===== src/rtl/seven_seg_pkg.sv =====
// Shared types and helpers for the multiplexed seven-segment scanner.
package seven_seg_pkg;

    // Scan phases of one digit slot: dark gap, then anode on.
    typedef enum logic {
        S_GAP = 1'b0,
        S_ON  = 1'b1
    } scan_state_t;

    localparam logic [6:0] SEG_BLANK  = 7'h00;
    localparam int         MAX_DIGITS = 8;

    // Anode vector with only digit idx enabled, in the requested polarity.
    function automatic logic [MAX_DIGITS-1:0] an_onehot(input logic [2:0] idx,
                                                        input logic active_low);
        logic [MAX_DIGITS-1:0] v;
        v      = '0;
        v[idx] = 1'b1;
        return active_low ? ~v : v;
    endfunction

endpackage


===== src/rtl/seven_segment.sv =====
// Hex nibble to seven-segment decoder; out = {g,f,e,d,c,b,a}, active-high.
module seven_segment (
    input  logic [3:0] in,
    output logic [6:0] out
);

    // Full hex glyph table, 0-9 then A b C d E F.
    always_comb begin
        out = 7'h00;
        case (in)
            4'h0: out = 7'h3F;
            4'h1: out = 7'h06;
            4'h2: out = 7'h5B;
            4'h3: out = 7'h4F;
            4'h4: out = 7'h66;
            4'h5: out = 7'h6D;
            4'h6: out = 7'h7D;
            4'h7: out = 7'h07;
            4'h8: out = 7'h7F;
            4'h9: out = 7'h6F;
            4'hA: out = 7'h77;
            4'hB: out = 7'h7C;
            4'hC: out = 7'h39;
            4'hD: out = 7'h5E;
            4'hE: out = 7'h79;
            4'hF: out = 7'h71;
            default: out = 7'h00;
        endcase
    end

endmodule


===== src/rtl/seven_segment_scanner.sv =====
// Time-multiplexed seven-segment display scanner with frame-aligned
// double-buffered loads, inter-digit dark gaps and leading-zero blanking.
module seven_segment_scanner
    import seven_seg_pkg::*;
#(
    parameter int NUM_DIGITS    = 4,
    parameter int ON_CYCLES     = 1000,
    parameter int GAP_CYCLES    = 16,
    parameter int AN_ACTIVE_LOW = 1
) (
    input  logic                    clk,
    input  logic                    rst,
    input  logic                    load_valid,
    output logic                    load_ready,
    input  logic [4*NUM_DIGITS-1:0] load_data,
    input  logic [NUM_DIGITS-1:0]   load_dp,
    input  logic                    blank_lz,
    output logic [6:0]              seg_out,
    output logic                    dp_out,
    output logic [NUM_DIGITS-1:0]   an_out,
    output logic                    frame_done
);

    localparam int MAX_CNT = (ON_CYCLES > GAP_CYCLES) ? ON_CYCLES : GAP_CYCLES;
    localparam int CNT_W   = (MAX_CNT > 1) ? $clog2(MAX_CNT) : 1;
    localparam int IDX_W   = $clog2(NUM_DIGITS);

    localparam logic [CNT_W-1:0] GAP_LAST = CNT_W'(GAP_CYCLES - 1);
    localparam logic [CNT_W-1:0] ON_LAST  = CNT_W'(ON_CYCLES - 1);
    localparam logic [IDX_W-1:0] IDX_LAST = IDX_W'(NUM_DIGITS - 1);
    localparam logic             AN_LOW   = (AN_ACTIVE_LOW != 0);

    scan_state_t              state_q, state_d;
    logic [IDX_W-1:0]         idx_q, idx_d;
    logic [CNT_W-1:0]         cnt_q, cnt_d;

    logic                     pend_vld_q;
    logic [4*NUM_DIGITS-1:0]  pend_data_q;
    logic [NUM_DIGITS-1:0]    pend_dp_q;
    logic [4*NUM_DIGITS-1:0]  disp_data_q;
    logic [NUM_DIGITS-1:0]    disp_dp_q;

    logic                     accept;
    logic                     commit;
    logic [NUM_DIGITS-1:0]    lz_blank;
    logic [3:0]               cur_nib;
    logic                     cur_dp;
    logic                     cur_blank;
    logic [6:0]               dec_seg;

    assign frame_done = (state_q == S_ON) && (idx_q == IDX_LAST) && (cnt_q == ON_LAST);
    assign load_ready = !pend_vld_q;
    assign accept     = load_valid && !pend_vld_q;
    assign commit     = frame_done && pend_vld_q;

    // Scan state, digit index and slot counter.
    always_ff @(posedge clk) begin
        if (rst) begin
            state_q <= S_GAP;
            idx_q   <= '0;
            cnt_q   <= '0;
        end else begin
            state_q <= state_d;
            idx_q   <= idx_d;
            cnt_q   <= cnt_d;
        end
    end

    // Slot sequencing: gap then on-time per digit, advancing digit after on-time.
    always_comb begin
        state_d = state_q;
        idx_d   = idx_q;
        cnt_d   = cnt_q + CNT_W'(1);
        case (state_q)
            S_GAP: begin
                if (cnt_q == GAP_LAST) begin
                    state_d = S_ON;
                    cnt_d   = '0;
                end
            end
            S_ON: begin
                if (cnt_q == ON_LAST) begin
                    state_d = S_GAP;
                    cnt_d   = '0;
                    idx_d   = (idx_q == IDX_LAST) ? '0 : idx_q + IDX_W'(1);
                end
            end
            default: begin
                state_d = S_GAP;
                cnt_d   = '0;
            end
        endcase
    end

    // Pending flag and displayed value; commit only at the frame boundary.
    always_ff @(posedge clk) begin
        if (rst) begin
            pend_vld_q  <= 1'b0;
            disp_data_q <= '0;
            disp_dp_q   <= '0;
        end else if (commit) begin
            pend_vld_q  <= 1'b0;
            disp_data_q <= pend_data_q;
            disp_dp_q   <= pend_dp_q;
        end else if (accept) begin
            pend_vld_q  <= 1'b1;
        end
    end

    // Pending payload; meaningful only while the pending flag is set.
    always_ff @(posedge clk) begin
        if (accept) begin
            pend_data_q <= load_data;
            pend_dp_q   <= load_dp;
        end
    end

    // Leading-zero map: digit i>0 is blankable when it and all higher digits are 0.
    always_comb begin
        logic zero_run;
        zero_run = 1'b1;
        lz_blank = '0;
        for (int i = NUM_DIGITS - 1; i >= 0; i--) begin
            zero_run    = zero_run && (disp_data_q[4*i +: 4] == 4'h0);
            lz_blank[i] = zero_run && (i != 0);
        end
    end

    // Select the nibble, dp bit and blank flag of the digit being scanned.
    always_comb begin
        cur_nib   = 4'h0;
        cur_dp    = 1'b0;
        cur_blank = 1'b0;
        for (int i = 0; i < NUM_DIGITS; i++) begin
            if (idx_q == IDX_W'(i)) begin
                cur_nib   = disp_data_q[4*i +: 4];
                cur_dp    = disp_dp_q[i];
                cur_blank = lz_blank[i];
            end
        end
    end

    seven_segment u_dec (
        .in  (cur_nib),
        .out (dec_seg)
    );

    // Drive the bus: dark during gaps, selected digit during on-time.
    always_comb begin
        an_out  = {NUM_DIGITS{AN_LOW}};
        seg_out = SEG_BLANK;
        dp_out  = 1'b0;
        if (state_q == S_ON) begin
            an_out  = NUM_DIGITS'(an_onehot(3'(idx_q), AN_LOW));
            seg_out = (blank_lz && cur_blank) ? SEG_BLANK : dec_seg;
            dp_out  = cur_dp;
        end
    end

endmodule


===== config.mk =====
export PLATFORM = sky130hd
export DESIGN_NAME = seven_segment_scanner
export DESIGN_NICKNAME = d
export VERILOG_FILES = /design/src/rtl/seven_seg_pkg.sv /design/src/rtl/seven_segment.sv /design/src/rtl/seven_segment_scanner.sv
export SDC_FILE = /design/constraint.sdc
export NUM_CORES = 1
export LEC_CHECK = 0
export ABC_CLOCK_PERIOD_IN_PS = 1900
export CAP_MARGIN = 20
export CORE_MARGIN = 8
export CORE_UTILIZATION = 48
export CTS_CLUSTER_SIZE = 16
export DETAILED_ROUTE_END_ITERATION = 8
export PLACE_DENSITY = 0.75
export SLEW_MARGIN = 20
export SYNTH_ARGS = -nofsm -noshare
export SYNTH_HDL_FRONTEND = slang
export SYNTH_SLANG_ARGS = --single-unit

===== constraint.sdc =====
create_clock -name clk -period 1.9 [get_ports clk]
set_input_delay 0.19 -clock clk [delete_from_list [all_inputs] [get_ports clk]]
set_output_delay 0.19 -clock clk [all_outputs]
set_load 0.05 [all_outputs]

==> results by group <==
Outcome
  – Status: finished, violations left
  – Failing checks: setup timing

Synthesis
  – Area leader, netlist: dfxtp_1
  – FFs w/ async S/R, synth: 0%
  – YS warnings: 0
  – Synthesized Nets: 269
  – Unique masters post-synth: 41
  – Mapped Area: 2470 µm²
  – Mean Syn Cell Area: 10.5 µm²
  – EDFF count, synth: 20
  – Synth top area share: 27.6%
  – Primary FF master, synth: dfxtp_1
  – Count leader, synth: nor2_1
  – Seq cells post-synth: 54
  – Post-synthesis cell count: 234
  – Synth area leaders: dfxtp_1, edfxtp_1, mux2i_1, nor2_1, ha_1
  – Synth top cells by count: nor2_1, dfxtp_1, mux2i_1, edfxtp_1, nand2_1
  – Register area share after synthesis: 52.0%

GRT
  – Largest net degree at the start of global routing: 27
  – Initial antenna violation count: 0
  – Met3 Use GR: 2.91%
  – GRT met1 Usage: 18.4%
  – GR peak layer: met2
  – GR Util All Layers: 15.5%
  – Vias in the first global route: 2015
  – Met2 usage: 27.1%
  – First-pass GRT wire length: 9440 µm
  – Total gr overflow: 0

Placed design
  – Placed instance area: 3410 µm²
  – Hpwl dp: 4070 µm
  – I/O Buffers: 37
  – Placed insts: 364
  – Setup WS pre-CTS: -0.400 ns
  – Gpl congestion: 0.851

Critical path
  – Critical path, cell by cell: inv_4 -> ha_4 -> nand3b_1 -> a221o_2 -> buf_6 -> ha_2 -> a221oi_4 -> buf_12
  – Slowest CP cell: a221o_2
  – Worst Setup End Kind: primary output
  – Worst Path Required: 1.71 ns
  – WP data arrival: 2.38 ns
  – Slowest Stage Delay on Critical Path: 0.45 ns
  – Crit Reg-Reg Endpoint: disp_data_q[4]
  – Worst setup SP type: flip-flop
  – Reg-to-reg critical path startpoint: idx_q[1]
  – R2R depth: 8
  – Setup crit end: seg_out[6]
  – Max FO, Critical Path: 8
  – R2r setup slk: 0.06 ns
  – Crit path kind: flip-flop to primary output
  – Worst setup path startpoint: idx_q[1]

STA
  – Pins Over Slew Limit: 0
  – RSZ-0062 raised after global routing: true
  – Hold Fails Final Rpt: 0
  – Max Freq: 389 MHz
  – Worst slew pin tran: 0.496 ns
  – Worst hold slack: 0.431 ns
  – Slew HR: 66.8%
  – Clock skew: 0.00564 ns
  – Count of final setup violators: 8
  – Crit share post-route: 135%
  – Min cycle time layout: 2.57 ns
  – Setup TNS: -4.91 ns
  – Final Worst Setup Slack: -0.671 ns

Power and ir drop
  – Leak Pwr: 1.39 nW
  – Maximum VDD drop: 0.559 mV
  – Power, Total: 1.98 mW
  – PD cells: 523 nW/µm²

Drt
  – Drt drc: 0
  – 1st-iter DRT viols: 118
  – Via density: 5.14
  – Number of routed nets with antenna violations: 0
  – Vias: 1974
  – Final wirelength: 5780 µm
  – Drt pass-1 iters: 4
  – DR WL/cell: 15.1 µm

CTS
  – Clock latency on the worst-skew pair: 0.31 ns
  – CTS sink count: 54
  – Clock buffer depth: 2
  – CTS tree: built
  – Clock H-tree levels: 2
  – CTS Buf Count: 5
  – CTS Hold Bufs: 0
  – Root buffer cell: clkbuf_8
  – Worst-path clk slew: 0.10 ns

Final layout
  – Final Non-Filler Cells: 384
  – ANT cells: 0
  – Register area: 1290 µm²
  – Final core occ: 75.3%
  – Area of the multi-input gates: 1440 µm²
  – Final Instance Area: 3790 µm²
  – P&R area growth vs syn: 53.9%
  – Layout fillers: 314
  – Share of cells above drive strength 1: 39.5%
  – Layout Nets: 348

Flow run
  – MaxCap Viol Count: 0

Floorplan
  – Die area: 7690 µm²
  – Die H: 87.7 µm
  – Core footprint: 5040 µm²
  – I/O pins: 38
  – Die Width: 87.7 µm
  – Site Rows: 26
  – Initial Util: 48.9%

Hold path
  – Hold Crit Class: input port to flip-flop
-- report_power, final --
part	switching [mW]	internal, mW
Clock	0.377	0.260
Sequential	0.0132	1.23
Combinational	0.0428	0.0591
Total	0.433	1.55
-- critical path: cells and delay by family (launching register included) --
kind                       cells  cell delay (ns)
AOI/OAI and AO/OA              2             0.76
buffers and inverters          3             0.38
and+or+nand+nor                1             0.17
DFF                            1             0.39
adders and majority gates      2             0.37
-- final cells by class --
class | instances | area share (%)
multi-input combinational | 159 | 37.8
inverter | 11 | 1.35
clock buffer | 5 | 1.81
timing repair buffer | 82 | 22.1
clock inverter | 3 | 0.528
tap | 70 | 2.31
sequential | 54 | 34.1
-- sequential cells by signal (all words and copies together), names as in the netlist --
name / count
cnt_q: 10
disp_data_q: 16
disp_dp_q: 4
idx_q: 2
pend_data_q: 16
pend_dp_q: 4
pend_vld_q: 1
state_q: 1
-- cell usage in the layout (no fill, tap or decap), types with 3 or more instances in the layout --
cell	synthesis	layout
dfxtp_1	34	27
and2_4	0	3
xor2_1	3	3
nand2_1	13	9
ha_4	0	8
dfxtp_2	0	5
mux2i_1	23	22
buf_4	2	43
a221oi_4	0	3
a21oi_1	6	3
nor2b_1	4	4
xnor2_1	5	5
buf_12	0	12
clkdlybuf4s50_1	0	24
o21ai_2	0	3
nor3_1	7	4
inv_1	11	4
and3_1	6	6
nor2_1	37	35
buf_6	2	3
nor4_1	3	3
nand3b_1	4	4
nand3_1	4	4
clkbuf_8	0	5
edfxtp_1	20	20
inv_2	0	4
nor3_2	0	3
-- repair_timing --
action                                  4_1_cts  5_1_grt
pin swaps                                    17        8
buffers inserted                              9        3
resized for setup                            31       17
hold endpoints to repair                      0        0
cloned                                        0        0
endpoints found under the setup margin        9        9
-- metal layers --
layer,vias up,share of wire [%]
met2,45,50
met3,9,4.1
met4,0,1.5
met1,940,44
met5,-,0
li1,980,-
-- worst min path at each step --
stage                     slack, ns  cells after the start          from             end
after CTS                      0.42                      1  load_data[0]  pend_data_q[0]
after global routing           0.42                      1    load_dp[2]    pend_dp_q[2]
after detailed placement       0.44                      1      cnt_q[0]        cnt_q[0]
final                          0.43                      1  load_data[4]  pend_data_q[4]
after global placement         0.43                      1      cnt_q[0]        cnt_q[0]
after floorplan                0.29                      0  load_data[0]  pend_data_q[0]
-- cell families (layout without fill, tap and decap cells) --
group | Yosys count | in the layout | synth area share (%)
DFF | 54 | 54 | 52.0
and+or+nand+nor | 90 | 90 | 18.2
adders and majority gates | 11 | 11 | 5.58
AOI/OAI and AO/OA | 27 | 27 | 7.86
xor gates and xnor gates | 8 | 8 | 2.84
muxes | 23 | 23 | 9.34
buffers and inverters | 21 | 101 | 4.21
Power figures use the tool's default switching activity.
